===== config.mk =====
export PLATFORM = sky130hd
export DESIGN_NAME = piso_serializer_flat
export DESIGN_NICKNAME = d
export VERILOG_FILES = /design/src/rtl/piso_serializer_if.sv /design/src/rtl/piso_serializer.sv /design/src/flat_wrapper.sv
export SDC_FILE = /design/constraint.sdc
export NUM_CORES = 1
export LEC_CHECK = 0
export BUFFER_PORTS_ARGS = -buffer_cell sky130_fd_sc_hd__buf_2
export CAP_MARGIN = 10
export CORE_MARGIN = 8
export CORE_UTILIZATION = 49
export CTS_CLUSTER_SIZE = 16
export DETAILED_ROUTE_END_ITERATION = 8
export GPL_ROUTABILITY_DRIVEN = 0
export GPL_TIMING_DRIVEN = 1
export PLACE_DENSITY = 0.73
export REMOVE_ABC_BUFFERS = 1
export SLEW_MARGIN = 40
export SYNTH_ARGS = -nofsm -noshare
export SYNTH_HDL_FRONTEND = slang
export SYNTH_SLANG_ARGS = --single-unit

===== constraint.sdc =====
create_clock -name clk -period 1.65 [get_ports clk]
set_clock_uncertainty 0.2 [all_clocks]
set_input_delay 0.0825 -clock clk [delete_from_list [all_inputs] [get_ports clk]]
set_output_delay 0.0825 -clock clk [all_outputs]
set_load 0.01 [all_outputs]

===== src/rtl/piso_serializer_if.sv =====
// Load handshake and serial output bundle for piso_serializer.
// The master side is the producer/consumer, the slave side is the serializer.
interface piso_serializer_if #(
  parameter int unsigned WIDTH = 4
);
  logic             load_valid;
  logic             load_ready;
  logic [WIDTH-1:0] load_data;
  logic             load_dir;
  logic             sout_ready;
  logic             dout;
  logic             dout_valid;
  logic             frame_start;
  logic             frame_end;
  logic             busy;

  modport master (
    output load_valid, load_data, load_dir, sout_ready,
    input  load_ready, dout, dout_valid, frame_start, frame_end, busy
  );

  modport slave (
    input  load_valid, load_data, load_dir, sout_ready,
    output load_ready, dout, dout_valid, frame_start, frame_end, busy
  );
endinterface


===== src/rtl/piso_serializer.sv =====
// Parallel-in serial-out transmitter with a one-word holding register so
// consecutive words leave back-to-back without a bubble.
module piso_serializer #(
  parameter int unsigned WIDTH = 4,
  parameter int unsigned CNT_W = $clog2(WIDTH)
) (
  input  logic              clk,
  input  logic              rst_n,
  piso_serializer_if.slave  bus
);

  localparam logic [0:0]       IDLE     = 1'b0;
  localparam logic [0:0]       SHIFT    = 1'b1;
  localparam logic [CNT_W-1:0] CNT_LAST = CNT_W'(WIDTH - 1);

  logic [0:0]       state_q, state_d;
  logic [WIDTH-1:0] sreg_q, sreg_d;
  logic             dir_q, dir_d;
  logic [CNT_W-1:0] cnt_q, cnt_d;
  logic [WIDTH-1:0] hold_q, hold_d;
  logic             hold_dir_q, hold_dir_d;
  logic             hold_full_q, hold_full_d;

  logic dout_q, dout_d;
  logic valid_q, valid_d;
  logic fs_q, fs_d;
  logic fe_q, fe_d;
  logic busy_q, busy_d;
  logic load_ready_q, load_ready_d;

  logic accept;
  logic consume;
  logic last;
  logic direct_reload;

  // Next-state logic; every output is precomputed from the next state so the
  // registered outputs match what the registers will hold after the edge.
  always_comb begin
    state_d       = state_q;
    sreg_d        = sreg_q;
    dir_d         = dir_q;
    cnt_d         = cnt_q;
    hold_d        = hold_q;
    hold_dir_d    = hold_dir_q;
    hold_full_d   = hold_full_q;
    accept        = bus.load_valid && !hold_full_q;
    consume       = (state_q == SHIFT) && bus.sout_ready;
    last          = (cnt_q == CNT_LAST);
    direct_reload = 1'b0;

    case (state_q)
      IDLE: begin
        if (accept) begin
          sreg_d  = bus.load_data;
          dir_d   = bus.load_dir;
          cnt_d   = '0;
          state_d = SHIFT;
        end
      end
      SHIFT: begin
        if (consume) begin
          if (!last) begin
            sreg_d = dir_q ? (sreg_q >> 1) : (sreg_q << 1);
            cnt_d  = cnt_q + CNT_W'(1);
          end else if (hold_full_q) begin
            sreg_d      = hold_q;
            dir_d       = hold_dir_q;
            cnt_d       = '0;
            hold_full_d = 1'b0;
          end else if (accept) begin
            sreg_d        = bus.load_data;
            dir_d         = bus.load_dir;
            cnt_d         = '0;
            direct_reload = 1'b1;
          end else begin
            sreg_d  = '0;
            cnt_d   = '0;
            state_d = IDLE;
          end
        end
        // An accept here can only happen with the hold register empty.
        if (accept && !direct_reload) begin
          hold_d      = bus.load_data;
          hold_dir_d  = bus.load_dir;
          hold_full_d = 1'b1;
        end
      end
      default: begin
        state_d = IDLE;
      end
    endcase

    valid_d      = (state_d == SHIFT);
    dout_d       = valid_d && (dir_d ? sreg_d[0] : sreg_d[WIDTH-1]);
    fs_d         = valid_d && (cnt_d == '0);
    fe_d         = valid_d && (cnt_d == CNT_LAST);
    busy_d       = valid_d || hold_full_d;
    load_ready_d = !hold_full_d;
  end

  // State and output registers.
  always_ff @(posedge clk or negedge rst_n) begin
    if (!rst_n) begin
      state_q      <= IDLE;
      sreg_q       <= '0;
      dir_q        <= 1'b0;
      cnt_q        <= '0;
      hold_q       <= '0;
      hold_dir_q   <= 1'b0;
      hold_full_q  <= 1'b0;
      dout_q       <= 1'b0;
      valid_q      <= 1'b0;
      fs_q         <= 1'b0;
      fe_q         <= 1'b0;
      busy_q       <= 1'b0;
      load_ready_q <= 1'b1;
    end else begin
      state_q      <= state_d;
      sreg_q       <= sreg_d;
      dir_q        <= dir_d;
      cnt_q        <= cnt_d;
      hold_q       <= hold_d;
      hold_dir_q   <= hold_dir_d;
      hold_full_q  <= hold_full_d;
      dout_q       <= dout_d;
      valid_q      <= valid_d;
      fs_q         <= fs_d;
      fe_q         <= fe_d;
      busy_q       <= busy_d;
      load_ready_q <= load_ready_d;
    end
  end

  assign bus.dout        = dout_q;
  assign bus.dout_valid  = valid_q;
  assign bus.frame_start = fs_q;
  assign bus.frame_end   = fe_q;
  assign bus.busy        = busy_q;
  assign bus.load_ready  = load_ready_q;

endmodule


===== src/flat_wrapper.sv =====
// flat-port wrapper written by rule: the top's interface ports become plain ports
module piso_serializer_flat 
#(
  parameter int unsigned WIDTH = 4,
  parameter int unsigned CNT_W = $clog2(WIDTH)
)
  (clk, rst_n, bus_load_valid, bus_load_data, bus_load_dir, bus_sout_ready, bus_load_ready, bus_dout, bus_dout_valid, bus_frame_start, bus_frame_end, bus_busy);
  piso_serializer_if #(.WIDTH(WIDTH)) bus_i ();
  input  logic clk;
  input  logic rst_n;
  input wire logic [$bits(bus_i.load_valid)-1:0] bus_load_valid;
  input wire logic [$bits(bus_i.load_data)-1:0] bus_load_data;
  input wire logic [$bits(bus_i.load_dir)-1:0] bus_load_dir;
  input wire logic [$bits(bus_i.sout_ready)-1:0] bus_sout_ready;
  output wire logic [$bits(bus_i.load_ready)-1:0] bus_load_ready;
  output wire logic [$bits(bus_i.dout)-1:0] bus_dout;
  output wire logic [$bits(bus_i.dout_valid)-1:0] bus_dout_valid;
  output wire logic [$bits(bus_i.frame_start)-1:0] bus_frame_start;
  output wire logic [$bits(bus_i.frame_end)-1:0] bus_frame_end;
  output wire logic [$bits(bus_i.busy)-1:0] bus_busy;
  assign bus_i.load_valid = bus_load_valid;
  assign bus_i.load_data = bus_load_data;
  assign bus_i.load_dir = bus_load_dir;
  assign bus_i.sout_ready = bus_sout_ready;
  assign bus_load_ready = bus_i.load_ready;
  assign bus_dout = bus_i.dout;
  assign bus_dout_valid = bus_i.dout_valid;
  assign bus_frame_start = bus_i.frame_start;
  assign bus_frame_end = bus_i.frame_end;
  assign bus_busy = bus_i.busy;
  piso_serializer #(.WIDTH(WIDTH), .CNT_W(CNT_W)) u_core (.clk(clk), .rst_n(rst_n), .bus(bus_i));
endmodule

Word-level counts from Yosys, hierarchy flattened. Cells that the tools add are included.

Output and inout port bits: 6. Logic and storage cells: 62. Register bits after elaboration: 19. Input port bits: 9.

Equality and inequality tests: 4. Add/sub/neg operators: 1. Bitwise operators: 1. Multiplexer cells: 30. Reduce and logical (&&, ||, !) cells: 13.

Operator list (number): 4-bit 2-to-1 mux (6); 1-bit 2-to-1 mux (17); 4-bit case mux with 2 select lines (1); 1-bit logical AND (6); 2-bit 2-to-1 mux (3); 2-bit == test (second input constant) (2); 1-bit case mux with 2 select lines (2); 2-bit case mux with 2 select lines (1); 2-bit AND reduction (2); 1-bit zero test (3); 2-bit by 1-bit adder with 2-bit output (second input constant) (1); 2-bit zero test (1); 2-bit by 1-bit inequality test with 1-bit output (second input constant) (1); 2-bit inequality test (second input constant) (1); 1-bit logical OR (1); 1-bit NOT (1).

Longest topological paths before layout. Gate-level depths: netlist (run 1).

Depth after elaboration: 12. Gate-level depth with buffers: 7. Depth with buffers taken out: 6.

Worst setup path after synthesis (run 1). OpenSTA, ideal clock, no wires.

Path type: reg-to-reg. Start point: reg u_core.cnt_q[0]. End point: reg u_core.dout_q, in the netlist u_core.bus.dout. Required time: 1330 ps. Library setup time: 120 ps. Period minus slack after synthesis: 1708 ps. Data arrival time: 1388 ps. Cell stages (with the launch flop): 8. Path buffers: 1. Slack: -58 ps. Cells stage by stage: dfrtp_1 ha_1 buf_4 nand2_2 a21boi_0 o2bb2ai_4 o221ai_2 o211a_1.

Cells in the longest elaborated chain, start to end: 6. Elaborated cells on any way between the ends: 12. Those cells by class: eq/ne: 1; mux: 10; reduce/logical: 1.

Ends and longest elaborated chain: start, declared (RTL line piso_serializer.sv:19) `logic [CNT_W-1:0] cnt_q, cnt_d;`; start signal, assigned (RTL line piso_serializer.sv:121) `cnt_q <= cnt_d;`; 2-bit == test (*) (RTL line piso_serializer.sv:48) `last = (cnt_q == CNT_LAST);`; 4-bit 2-to-1 mux / 1-bit 2-to-1 mux (equally long branches) (RTL line piso_serializer.sv:62) `if (!last) begin`; 4-bit 2-to-1 mux / 1-bit 2-to-1 mux (equally long branches) (RTL line piso_serializer.sv:61) `if (consume) begin`; 4-bit case mux with 2 select lines / 1-bit case mux with 2 select lines (equally long branches) (RTL line piso_serializer.sv:51) `case (state_q)`; 1-bit 2-to-1 mux (RTL line piso_serializer.sv:94) `dout_d = valid_d && (dir_d ? sreg_d[0] : sreg_d[WIDTH-1]);`; 1-bit logical AND (*) (RTL line piso_serializer.sv:94); net u_core.dout_d (RTL line piso_serializer.sv:24) `logic dout_q, dout_d;`; end signal, assigned (RTL line piso_serializer.sv:125) `dout_q <= dout_d;`; end, declared (RTL line piso_serializer.sv:24).

The timed path passes the listed nets; every way through them passes the cells marked *. The select of a mux whose other input is x is not followed. A chain may end at the register's enable or synchronous reset.

Worst setup path in the final report (run 1).
Start point: in bus_load_dir. End point: reg u_core.dout_q, in the netlist u_core.bus.dout.

Cells in the longest elaborated chain, start to end: 7.

Ends and longest elaborated chain: start, declared (RTL line flat_wrapper.sv:13) `input wire logic [$bits(bus_i.load_dir)-1:0] bus_load_dir;`; 1-bit 2-to-1 mux (*) (RTL line piso_serializer.sv:53, piso_serializer.sv:70); 1-bit 2-to-1 mux (RTL line piso_serializer.sv:65) `end else if (hold_full_q) begin`; 1-bit 2-to-1 mux (RTL line piso_serializer.sv:62); 1-bit 2-to-1 mux (RTL line piso_serializer.sv:61); 1-bit case mux with 2 select lines (*) (RTL line piso_serializer.sv:51); 1-bit 2-to-1 mux (*) (RTL line piso_serializer.sv:94); 1-bit logical AND (*) (RTL line piso_serializer.sv:94); net u_core.dout_d (RTL line piso_serializer.sv:24).

The timed path passes the listed nets; every way through them passes the cells marked *.

==> summary.md, run 1 <==
| Metric | Value |
|---|---|
| Outcome | `finished, violations left` |
| Failing checks | `negative setup slack` |
| WL met3 | `125 um` |
| Synth async-reset ratio | `1.00` |
| Period utilization | `1.00` |
| Startpoint Class | `input port` |
| Syn Inst Count | `92` |
| Slew headroom | `0.704` |
| #FFs+latches synth | `19` |
| Total gr overflow | `0` |
| Initial antenna violation count | `0` |
| Vias in the first global route | `858` |
| Worst VDD drop | `1.28 mV` |
| Most used DFF post-synth | `dfrtp_1` |
| Seq/Total Area, Yosys | `0.459` |
| Leakage Power | `0.619 nW` |
| Post-DP Area | `0.00121 mm^2` |
| Post-route DRC | `0` |
| Yosys warnings | `0` |
| Main area contributors after synthesis | `dfrtp_1 (43%), mux2_2 (8.7%), mux2i_1 (3.9%)` |
| Final Hold Fails | `0` |
| Final period demand of the worst path | `1.66 ns` |
| EDFF count, synth | `0` |
| Top Layer Used | `met4` |
| DP HPWL | `1620 um` |
| Die Wd | `62.0 um` |
| Biggest area consumer among synthesized cells | `dfrtp_1` |
| Initial DRC Count | `28` |
| Final ANT Viol Nets | `0` |
| Slowest stage cell, crit path | `dlygate4sd3_1` |
| Critical path type | `in -> reg` |
| Worst endpoint data arrival time | `1.65 ns` |
| Final instance area | `0.00140 mm^2` |
| Highest cell delay on the worst timing path | `0.53 ns` |
| Setup WS pre-CTS | `-0.127 ns` |
| Met1 WL | `1080 um` |
| I/O pin count | `15` |
| Via/cell ratio | `5.68` |
| Reg clk slew, reported paths | `0.10 ns` |
| Fillers | `144` |
| Share of cells above drive strength 1 | `0.488` |
| Count of pins over their slew limit | `0` |
| FMAX | `604 MHz` |
| Full die area | `0.00385 mm^2` |
| Crit end category | `register` |
| Post-synthesis instance area | `0.00104 mm^2` |
| Clock tree buffer depth | `2` |
| CP delay by family, top | `buffers and inverters` |
| Met2 routed WL | `1190 um` |
| MaxCap Viol Count | `0` |
| Core area | `0.00198 mm^2` |
| Drt first pass iters | `4` |
| Worst-Skew Late Latency | `0.29 ns` |
| Non-filler cells, final | `152` |
| Wire per inst | `15.9 um` |
| Setup violators final | `1` |
| Multi-input logic area | `586 um^2` |
| CP Launch Point | `bus_load_dir` |
| Total GRT Usage | `0.140` |
| First-pass GRT wire length | `3970 um` |
| TritonCTS Buffers | `3` |
| Register area | `477 um^2` |
| Req. time, crit path | `1.64 ns` |
| Crit path buf inv count | `2` |
| CTS tree | `built` |
| Hold Crit Start | `bus_load_valid` |
| Mapped Avg Cell Area | `11.3 um^2` |
| Most frequent cells after synthesis | `dfrtp_1 (18), mux2_2 (8), nand2_1 (8), buf_2 (5)` |
| Max H-tree Level | `1` |
| Clock sinks | `19` |
| Yosys cell types | `38` |
| Vias | `864` |
| Crit path max fanout | `3` |
| CTS root buf | `clkbuf_4` |
| Layout Nets | `136` |
| Placed instance count | `139` |
| Final worst slack | `-0.00601 ns` |
| Final WL | `2420 um` |
| Hold Path Class | `in -> reg` |
| Port Buf Inserts | `14` |
| Reg2reg start | `u_core.cnt_q[0]` |
| Count leader, synth | `dfrtp_1` |
| Pwr dens | `1850 mW/mm^2` |
| Antenna diodes | `0` |
| Least-Margin Pin Slew | `0.445 ns` |
| Area Growth Syn to Fin | `34.3%` |
| Site row count | `16` |
| Pin count of the biggest net entering global routing | `20` |
| Die height | `62.0 um` |
| RSZ-0062 raised after global routing | `yes` |
| Initial cell density of the core | `0.524` |
| Crit path cell chain | `dlygate4sd3_1 -> buf_2 -> mux2_2 -> o2111ai_2 -> o2bb2ai_4 -> o221ai_2 -> o211a_1` |
| Share of the synthesized area in the top cell type | `0.434` |
registers in the layout, summed over array words and instances, names as in the netlist:
register	cells
u_core.bus.dout	1
u_core.bus.busy	1
u_core.hold_full_q	1
u_core.hold_dir_q	1
u_core.sreg_q	4
u_core.state_q	1
u_core.cnt_q	2
u_core.hold_q	4
u_core.bus.frame_end	1
u_core.dir_q	1
u_core.bus.load_ready	1
u_core.bus.frame_start	1
area by class of cell:
class	count	share of cell area
clock buffer	4	0.0188
inverter	2	0.00538
multi-input combinational	64	0.420
sequential	19	0.342
tap	27	0.0242
timing repair buffer	36	0.190
power breakdown:
group,switching (mW),internal (mW),leakage [nW]
logic,0.693,0.800,0.384
clock network,0.139,0.0941,0.0150
registers,0.163,0.691,0.220
timing repair:
action | in CTS | in global routing
gates resized for setup | 4 | 17
pin swaps | 2 | 3
hold endpoints to repair | 28 | 0
hold buffers | 7 | 0
endpoints found under the setup margin | 9 | 9
setup buffers | 1 | 1
final timing paths:
kind	end	slack (ns)	cells past startpoint
max reg2reg	u_core.bus.dout	0	6
max in group asynchronous	u_core.bus.load_ready	0.86	2
max	u_core.bus.dout	-0.006	7
min	u_core.bus.load_ready	0.01	3
min in group asynchronous	u_core.bus.busy	0.05	2
min reg2reg	u_core.hold_dir_q	0.33	1
per-stage QoR:
| step | total power [mW] | utilization | hold WS, ns | setup TNS (ns) |
|---|---|---|---|---|
| after detailed placement | 2.08 | 0.610 | -0.152 | -0.410 |
| after CTS | 2.41 | 0.671 | 0.000983 | 0 |
| after global placement | 2.05 | 0.610 | -0.161 | -0.0153 |
| final | 2.58 | 0.704 | 0.0142 | -0.00601 |
| after global routing | 2.77 | 0.704 | 0.0126 | -0.0606 |
| after floorplan | 1.62 | - | -0.413 | -0.211 |
per-layer routing:
metal,vias up,GRT usage
met2,31,0.230
met3,4,0.0247
li1,403,-
met4,0,0.0649
met1,426,0.174
met5,-,0
cells in the final DEF (no fill, tap or decap), drive strengths merged, types with 2 or more instances in the layout:
cell type     n
o22ai         2
a211oi        2
a22oi         3
a21boi        2
o221ai        2
o21ai         6
nand2         9
clkbuf        4
inv           2
mux2i         4
nor2b         2
buf          29
dlygate4sd3   7
a21o          2
mux2         10
a21oi         4
nand3         2
dfrtp        18
nand2b        2
tightest hold or removal path, cell delays in order:
cell and delay (ns):
buf_2 0.13, a21oi_1 0.14, a31o_2 0.12
cells by family (layout without fill, tap and decap cells):
logic type,after synthesis,after routing,synth area share
flip-flops,19,19,0.459
AO/OA/AOI/OAI,28,28,0.216
multiplexers,14,14,0.151
adder cells (fa/ha/maj),1,1,0.0120
AND/OR/NAND/NOR,21,21,0.113
buffers and inverters,9,42,0.0494
Power figures use the tool's default switching activity.
==> run 2: changes to the inputs <==
--- a/config.mk
+++ b/config.mk
@@ -13,7 +13,7 @@
 export DETAILED_ROUTE_END_ITERATION = 8
 export GPL_ROUTABILITY_DRIVEN = 0
 export GPL_TIMING_DRIVEN = 1
-export PLACE_DENSITY = 0.73
+export PLACE_DENSITY = 0.83
 export REMOVE_ABC_BUFFERS = 1
 export SLEW_MARGIN = 40
 export SYNTH_ARGS = -nofsm -noshare
==> summary.md, run 2 (synthesis results as in run 1) <==
| Metric | Value |
|---|---|
| Outcome | `finished, violations left (unchanged)` |
| Failing checks | `negative setup slack (unchanged)` |
| Reg2reg start | `u_core.hold_full_q (was u_core.cnt_q[0])` |
| Total gr overflow | `0 (unchanged)` |
| Initial antenna violation count | `0 (unchanged)` |
| Final ANT Viol Nets | `0 (unchanged)` |
| Max H-tree Level | `1 (unchanged)` |
| Worst-Skew Late Latency | `0.30 ns (was 0.29 ns)` |
| Startpoint Class | `register (was input port)` |
| Cells on worst reg2reg path | `5 (was 6)` |
| Most frequent cells in the layout | `dfrtp_1 (18), buf_2 (14), buf_4 (10) (was dfrtp_1 (18), buf_2 (14), buf_4 (14))` |
| RSZ-0062 raised after global routing | `yes (unchanged)` |
| Worst hold stages | `3 (unchanged)` |
| Post-route DRC | `0 (unchanged)` |
| Worst VDD drop | `1.32 mV (was 1.28 mV)` |
| Die height | `62.0 um (unchanged)` |
| Setup TNS | `-0.00358 ns (was -0.00601 ns)` |
| MaxCap Viol Count | `0 (unchanged)` |
| Final period demand of the worst path | `1.65 ns (was 1.66 ns)` |
| Register area | `477 um^2 (unchanged)` |
| Initial DRC Count | `9 (was 28)` |
| Antenna diodes | `0 (unchanged)` |
| Final WL | `2260 um (was 2420 um)` |
| Leakage Power | `0.598 nW (was 0.619 nW)` |
| Port Buf Inserts | `14 (unchanged)` |
| Clock sinks | `19 (unchanged)` |
| Site row count | `16 (unchanged)` |
| Worst Hold Path EP | `u_core.bus.load_ready (unchanged)` |
| Via/cell ratio | `5.35 (was 5.68)` |
| Total Power | `2.52 mW (was 2.58 mW)` |
| Reg clk slew, reported paths | `0.11 ns (was 0.10 ns)` |
| Full die area | `0.00385 mm^2 (unchanged)` |
| Finished Core Util | `0.687 (was 0.704)` |
| Pwr dens | `1850 mW/mm^2 (about the same)` |
| Least-Margin Pin Slew | `0.421 ns (was 0.445 ns)` |
| Core area | `0.00198 mm^2 (unchanged)` |
| Non-filler cells, final | `149 (was 152)` |
| Reg-to-reg slack, setup | `-0.004 ns (was 0 ns)` |
| Crit end category | `register (unchanged)` |
| TritonCTS Buffers | `3 (unchanged)` |
| I/O pin count | `15 (unchanged)` |
| Share of cells above drive strength 1 | `0.475 (was 0.488)` |
| Final instance area | `0.00136 mm^2 (was 0.00140 mm^2)` |
| Setup WS pre-CTS | `-0.0686 ns (was -0.127 ns)` |
| Slew headroom | `0.719 (was 0.704)` |
| Initial cell density of the core | `0.524 (unchanged)` |
| CTS root buf | `clkbuf_4 (unchanged)` |
| Worst Hold Slack | `0.00598 ns (was 0.0142 ns)` |
| Most common cell after layout, fill and taps aside | `dfrtp_1 (unchanged)` |
| Placed instance count | `137 (was 139)` |
| Multi-input logic area | `579 um^2 (was 586 um^2)` |
| Top flop regs | `u_core.hold_q: 4 flops, u_core.sreg_q: 4 flops, u_core.cnt_q: 2 flops (unchanged)` |
| Critical path type | `reg -> reg (was in -> reg)` |
| Crit path max fanout | `5 (was 3)` |
| Final Hold Fails | `0 (unchanged)` |
| FMAX | `605 MHz (was 604 MHz)` |
| Final worst slack | `-0.00358 ns (was -0.00601 ns)` |
| Worst endpoint data arrival time | `1.65 ns (about the same)` |
| Highest cell delay on the worst timing path | `0.42 ns (was 0.53 ns)` |
| Req. time, crit path | `1.65 ns (was 1.64 ns)` |
| Post-DP Area | `0.00118 mm^2 (was 0.00121 mm^2)` |
| Crit path cell chain | `nor2b_4 -> buf_4 -> mux2i_1 -> o22ai_2 -> o211a_1 (was dlygate4sd3_1 -> buf_2 -> mux2_2 -> o2111ai_2 -> o2bb2ai_4 -> o221ai_2 -> o211a_1)` |
| Die Wd | `62.0 um (unchanged)` |
| Total GRT Usage | `0.135 (was 0.140)` |
| Area Growth Syn to Fin | `31.1% (was 34.3%)` |
| Drt first pass iters | `4 (unchanged)` |
| Vias in the first global route | `828 (was 858)` |
| Clock tree buffer depth | `2 (unchanged)` |
| First-pass GRT wire length | `3850 um (was 3970 um)` |
| Vias | `797 (was 864)` |
| Period utilization | `1.00 (about the same)` |
| Hold Path Class | `in -> reg (unchanged)` |
| Fillers | `150 (was 144)` |
| Reg2reg end | `u_core.bus.dout (unchanged)` |
| Layout Nets | `133 (was 136)` |
| Slowest stage cell, crit path | `dfrtp_1 (was dlygate4sd3_1)` |
| Hold Crit Start | `bus_load_valid (unchanged)` |
| Pin count of the biggest net entering global routing | `20 (unchanged)` |
| Wire per inst | `15.2 um (was 15.9 um)` |
| Count of pins over their slew limit | `0 (unchanged)` |
| CTS tree | `built (unchanged)` |
| DP HPWL | `1610 um (was 1620 um)` |
| Setup violators final | `1 (unchanged)` |
-- run 2: layout make-up --
cell class	count	area share
Clock buffer	4	0.0193
Timing Repair Buffer	33	0.175
Sequential cell	19	0.350
Inverter	2	0.00551
Tap cell	27	0.0248
Multi-Input combinational cell	64	0.426
-- run 2: power breakdown --
group / internal [mW] / switching (mW)
logic: 0.758 / 0.663
clock network: 0.0942 / 0.144
registers: 0.691 / 0.171
-- run 2: routing by layer --
metal | global-route usage | share of wire | up-vias | wire length (um)
met5 | 0 | 0 | - | 0
li1 | - | - | 393 | -
met1 | 0.186 | 0.46 | 386 | 1050
met2 | 0.199 | 0.47 | 16 | 1070
met4 | 0.0519 | 0.012 | 0 | 27
met3 | 0.0288 | 0.049 | 2 | 111
-- run 2: what timing repair did --
action / CTS / global route
endpoints found under the hold margin: 29 / 0
hold buffers: 7 / 0
buffers inserted: 1 / 0
resized for setup: 5 / 14
setup endpoints to repair: 9 / 11
pin swaps: 3 / 2
-- run 2: worst max-delay path by stage --
stage                       start  slack (ns)  cells after the start          endpoint
2_1_floorplan     u_core.cnt_q[0]       -0.16                      6   u_core.bus.dout
3_3_place_gp      u_core.cnt_q[0]       -0.02                      7   u_core.bus.dout
3_5_place_dp      u_core.cnt_q[0]       -0.07                      7  u_core.sreg_q[1]
4_1_cts           u_core.cnt_q[1]      -0.007                      7   u_core.bus.dout
5_1_grt           u_core.cnt_q[1]       -0.07                      6   u_core.bus.dout
6_report       u_core.hold_full_q      -0.004                      5   u_core.bus.dout
-- run 2: worst max-delay path, delay by kind of cell, from the launching register on --
family	cells	cell delay, ns
AO/OA/AOI/OAI	2	0.34
buffers and inverters	1	0.18
flip-flops	1	0.42
multiplexers	1	0.22
AND/OR/NAND/NOR	1	0.20
==> run 3: changes to the inputs <==
--- a/config.mk
+++ b/config.mk
@@ -15,6 +15,7 @@
 export GPL_TIMING_DRIVEN = 1
 export PLACE_DENSITY = 0.83
 export REMOVE_ABC_BUFFERS = 1
+export SKIP_CTS_REPAIR_TIMING = 1
 export SLEW_MARGIN = 40
 export SYNTH_ARGS = -nofsm -noshare
 export SYNTH_HDL_FRONTEND = slang
==> summary.md, run 3 (synthesis results as in run 1) <==
| Metric | Value |
|---|---|
| Register area | `477 um^2 (unchanged)` |
| Count of pins over their slew limit | `0 (unchanged)` |
| FMAX | `609 MHz (was 605 MHz)` |
| Clock sinks | `19 (unchanged)` |
| Initial cell density of the core | `0.524 (unchanged)` |
| Final WL | `2230 um (was 2260 um)` |
| RSZ-0062 raised after global routing | `yes (unchanged)` |
| Startpoint Class | `register (unchanged)` |
| Crit end category | `register (unchanged)` |
| Slew headroom | `0.723 (was 0.719)` |
| Via/cell ratio | `5.40 (was 5.35)` |
| Initial antenna violation count | `0 (unchanged)` |
| Placed instance count | `137 (unchanged)` |
| Layout Nets | `133 (unchanged)` |
| Worst endpoint data arrival time | `1.65 ns (about the same)` |
| Period utilization | `0.995 (was 1.00)` |
| Most frequent cells in the layout | `dfrtp_1 (18), buf_2 (14), buf_4 (10) (unchanged)` |
| Die height | `62.0 um (unchanged)` |
| Final period demand of the worst path | `1.64 ns (was 1.65 ns)` |
| Worst Hold Slack | `-0.0281 ns (was 0.00598 ns)` |
| Post-route DRC | `0 (unchanged)` |
| Die Wd | `62.0 um (unchanged)` |
| First-pass GRT wire length | `3670 um (was 3850 um)` |
| Drt first pass iters | `4 (unchanged)` |
| Antenna diodes | `0 (unchanged)` |
| Max H-tree Level | `1 (unchanged)` |
| Pwr dens | `1830 mW/mm^2 (was 1850 mW/mm^2)` |
| Share of cells above drive strength 1 | `0.451 (was 0.475)` |
| Site row count | `16 (unchanged)` |
| Area Growth Syn to Fin | `29.8% (was 31.1%)` |
| Req. time, crit path | `1.65 ns (about the same)` |
| Wire per inst | `15.0 um (was 15.2 um)` |
| Final ANT Viol Nets | `0 (unchanged)` |
| Final worst slack | `0.00836 ns (was -0.00358 ns)` |
| Hold Path Class | `in -> reg (unchanged)` |
| Setup WS pre-CTS | `-0.0686 ns (unchanged)` |
| Crit path cell chain | `nor2b_4 -> buf_4 -> mux2i_1 -> o22ai_2 -> o211a_1 (unchanged)` |
| CTS root buf | `clkbuf_4 (unchanged)` |
| Setup violators final | `0 (was 1)` |
| Total gr overflow | `0 (unchanged)` |
| Final instance area | `0.00135 mm^2 (was 0.00136 mm^2)` |
| Top flop regs | `u_core.hold_q: 4 flops, u_core.sreg_q: 4 flops, u_core.cnt_q: 2 flops (unchanged)` |
| Full die area | `0.00385 mm^2 (unchanged)` |
| Worst-Skew Late Latency | `0.30 ns (about the same)` |
| Multi-input logic area | `566 um^2 (was 579 um^2)` |
| Reg clk slew, reported paths | `0.11 ns (about the same)` |
| Worst VDD drop | `1.30 mV (was 1.32 mV)` |
| Initial DRC Count | `10 (was 9)` |
| Least-Margin Pin Slew | `0.415 ns (was 0.421 ns)` |
| Pin count of the biggest net entering global routing | `20 (unchanged)` |
| Most common cell after layout, fill and taps aside | `dfrtp_1 (unchanged)` |
| MaxCap Viol Count | `0 (unchanged)` |
| Highest cell delay on the worst timing path | `0.42 ns (about the same)` |
| Clock tree buffer depth | `2 (unchanged)` |
| Failing checks | `negative hold slack (was negative setup slack)` |
| Critical path type | `reg -> reg (unchanged)` |
| CTS tree | `built (unchanged)` |
| Non-filler cells, final | `149 (unchanged)` |
| Post-DP Area | `0.00118 mm^2 (unchanged)` |
| Slowest stage cell, crit path | `dfrtp_1 (unchanged)` |
| Setup TNS | `0 ns (was -0.00358 ns)` |
| Core area | `0.00198 mm^2 (unchanged)` |
| I/O pin count | `15 (unchanged)` |
| Vias in the first global route | `786 (was 828)` |
| Outcome | `finished, violations left (unchanged)` |
| Total GRT Usage | `0.129 (was 0.135)` |
| Final Hold Fails | `3 (was 0)` |
| DP HPWL | `1610 um (unchanged)` |
| TritonCTS Buffers | `3 (unchanged)` |
| Fillers | `153 (was 150)` |
| Crit path max fanout | `5 (unchanged)` |
| Port Buf Inserts | `14 (unchanged)` |
| Leakage Power | `0.591 nW (was 0.598 nW)` |
| Vias | `804 (was 797)` |
[run 3: cell counts in the layout (fill, tap and decap cells not counted)]
No cell type changed its count.
[run 3: report_power, final]
part	switching (mW)	internal, mW
Clock	0.145	0.0943
Sequential	0.172	0.692
Combinational	0.634	0.732
Total	0.950	1.52
[run 3: per-layer routing]
layer / track usage / wire length (um)
met5: 0 / 0
met4: 0.0487 / 26
met3: 0.0267 / 103
met2: 0.195 / 1030
met1: 0.176 / 1070
[run 3: critical path: cells and delay by family (launching register included)]
family | cells | cell delay (ns)
AO/OA/AOI/OAI | 2 | 0.34
AND/OR/NAND/NOR | 1 | 0.18
flip-flops | 1 | 0.42
buffers and inverters | 1 | 0.18
multiplexers | 1 | 0.22
[run 3: worst paths after layout]
kind                                     from               endpoint  slack (ns)  cells after the start
setup / recovery           u_core.hold_full_q        u_core.bus.dout       0.008                      5
hold / removal               bus_load_data[3]       u_core.sreg_q[3]       -0.03                      3
setup reg to reg           u_core.hold_full_q        u_core.bus.dout       0.008                      5
hold reg to reg             u_core.hold_dir_q      u_core.hold_dir_q        0.33                      1
max in group asynchronous               rst_n  u_core.bus.load_ready        0.88                      2
min in group asynchronous               rst_n         u_core.state_q        0.03                      2
[run 3: final cells by class]
cell class,instances,share of cell area
clock buffers,4,0.0195
inverters,2,0.00557
multi-input cells,64,0.420
flip-flops and latches,19,0.354
repair buffers,33,0.176
well taps,27,0.0251
[run 3: through the flow]
stage               utilization  total power, mW
global placement          0.596             1.99
finish                    0.680             2.47
detailed placement        0.596             2.05
CTS                       0.609             2.28
global route              0.680             2.66
floorplan                     -             1.62
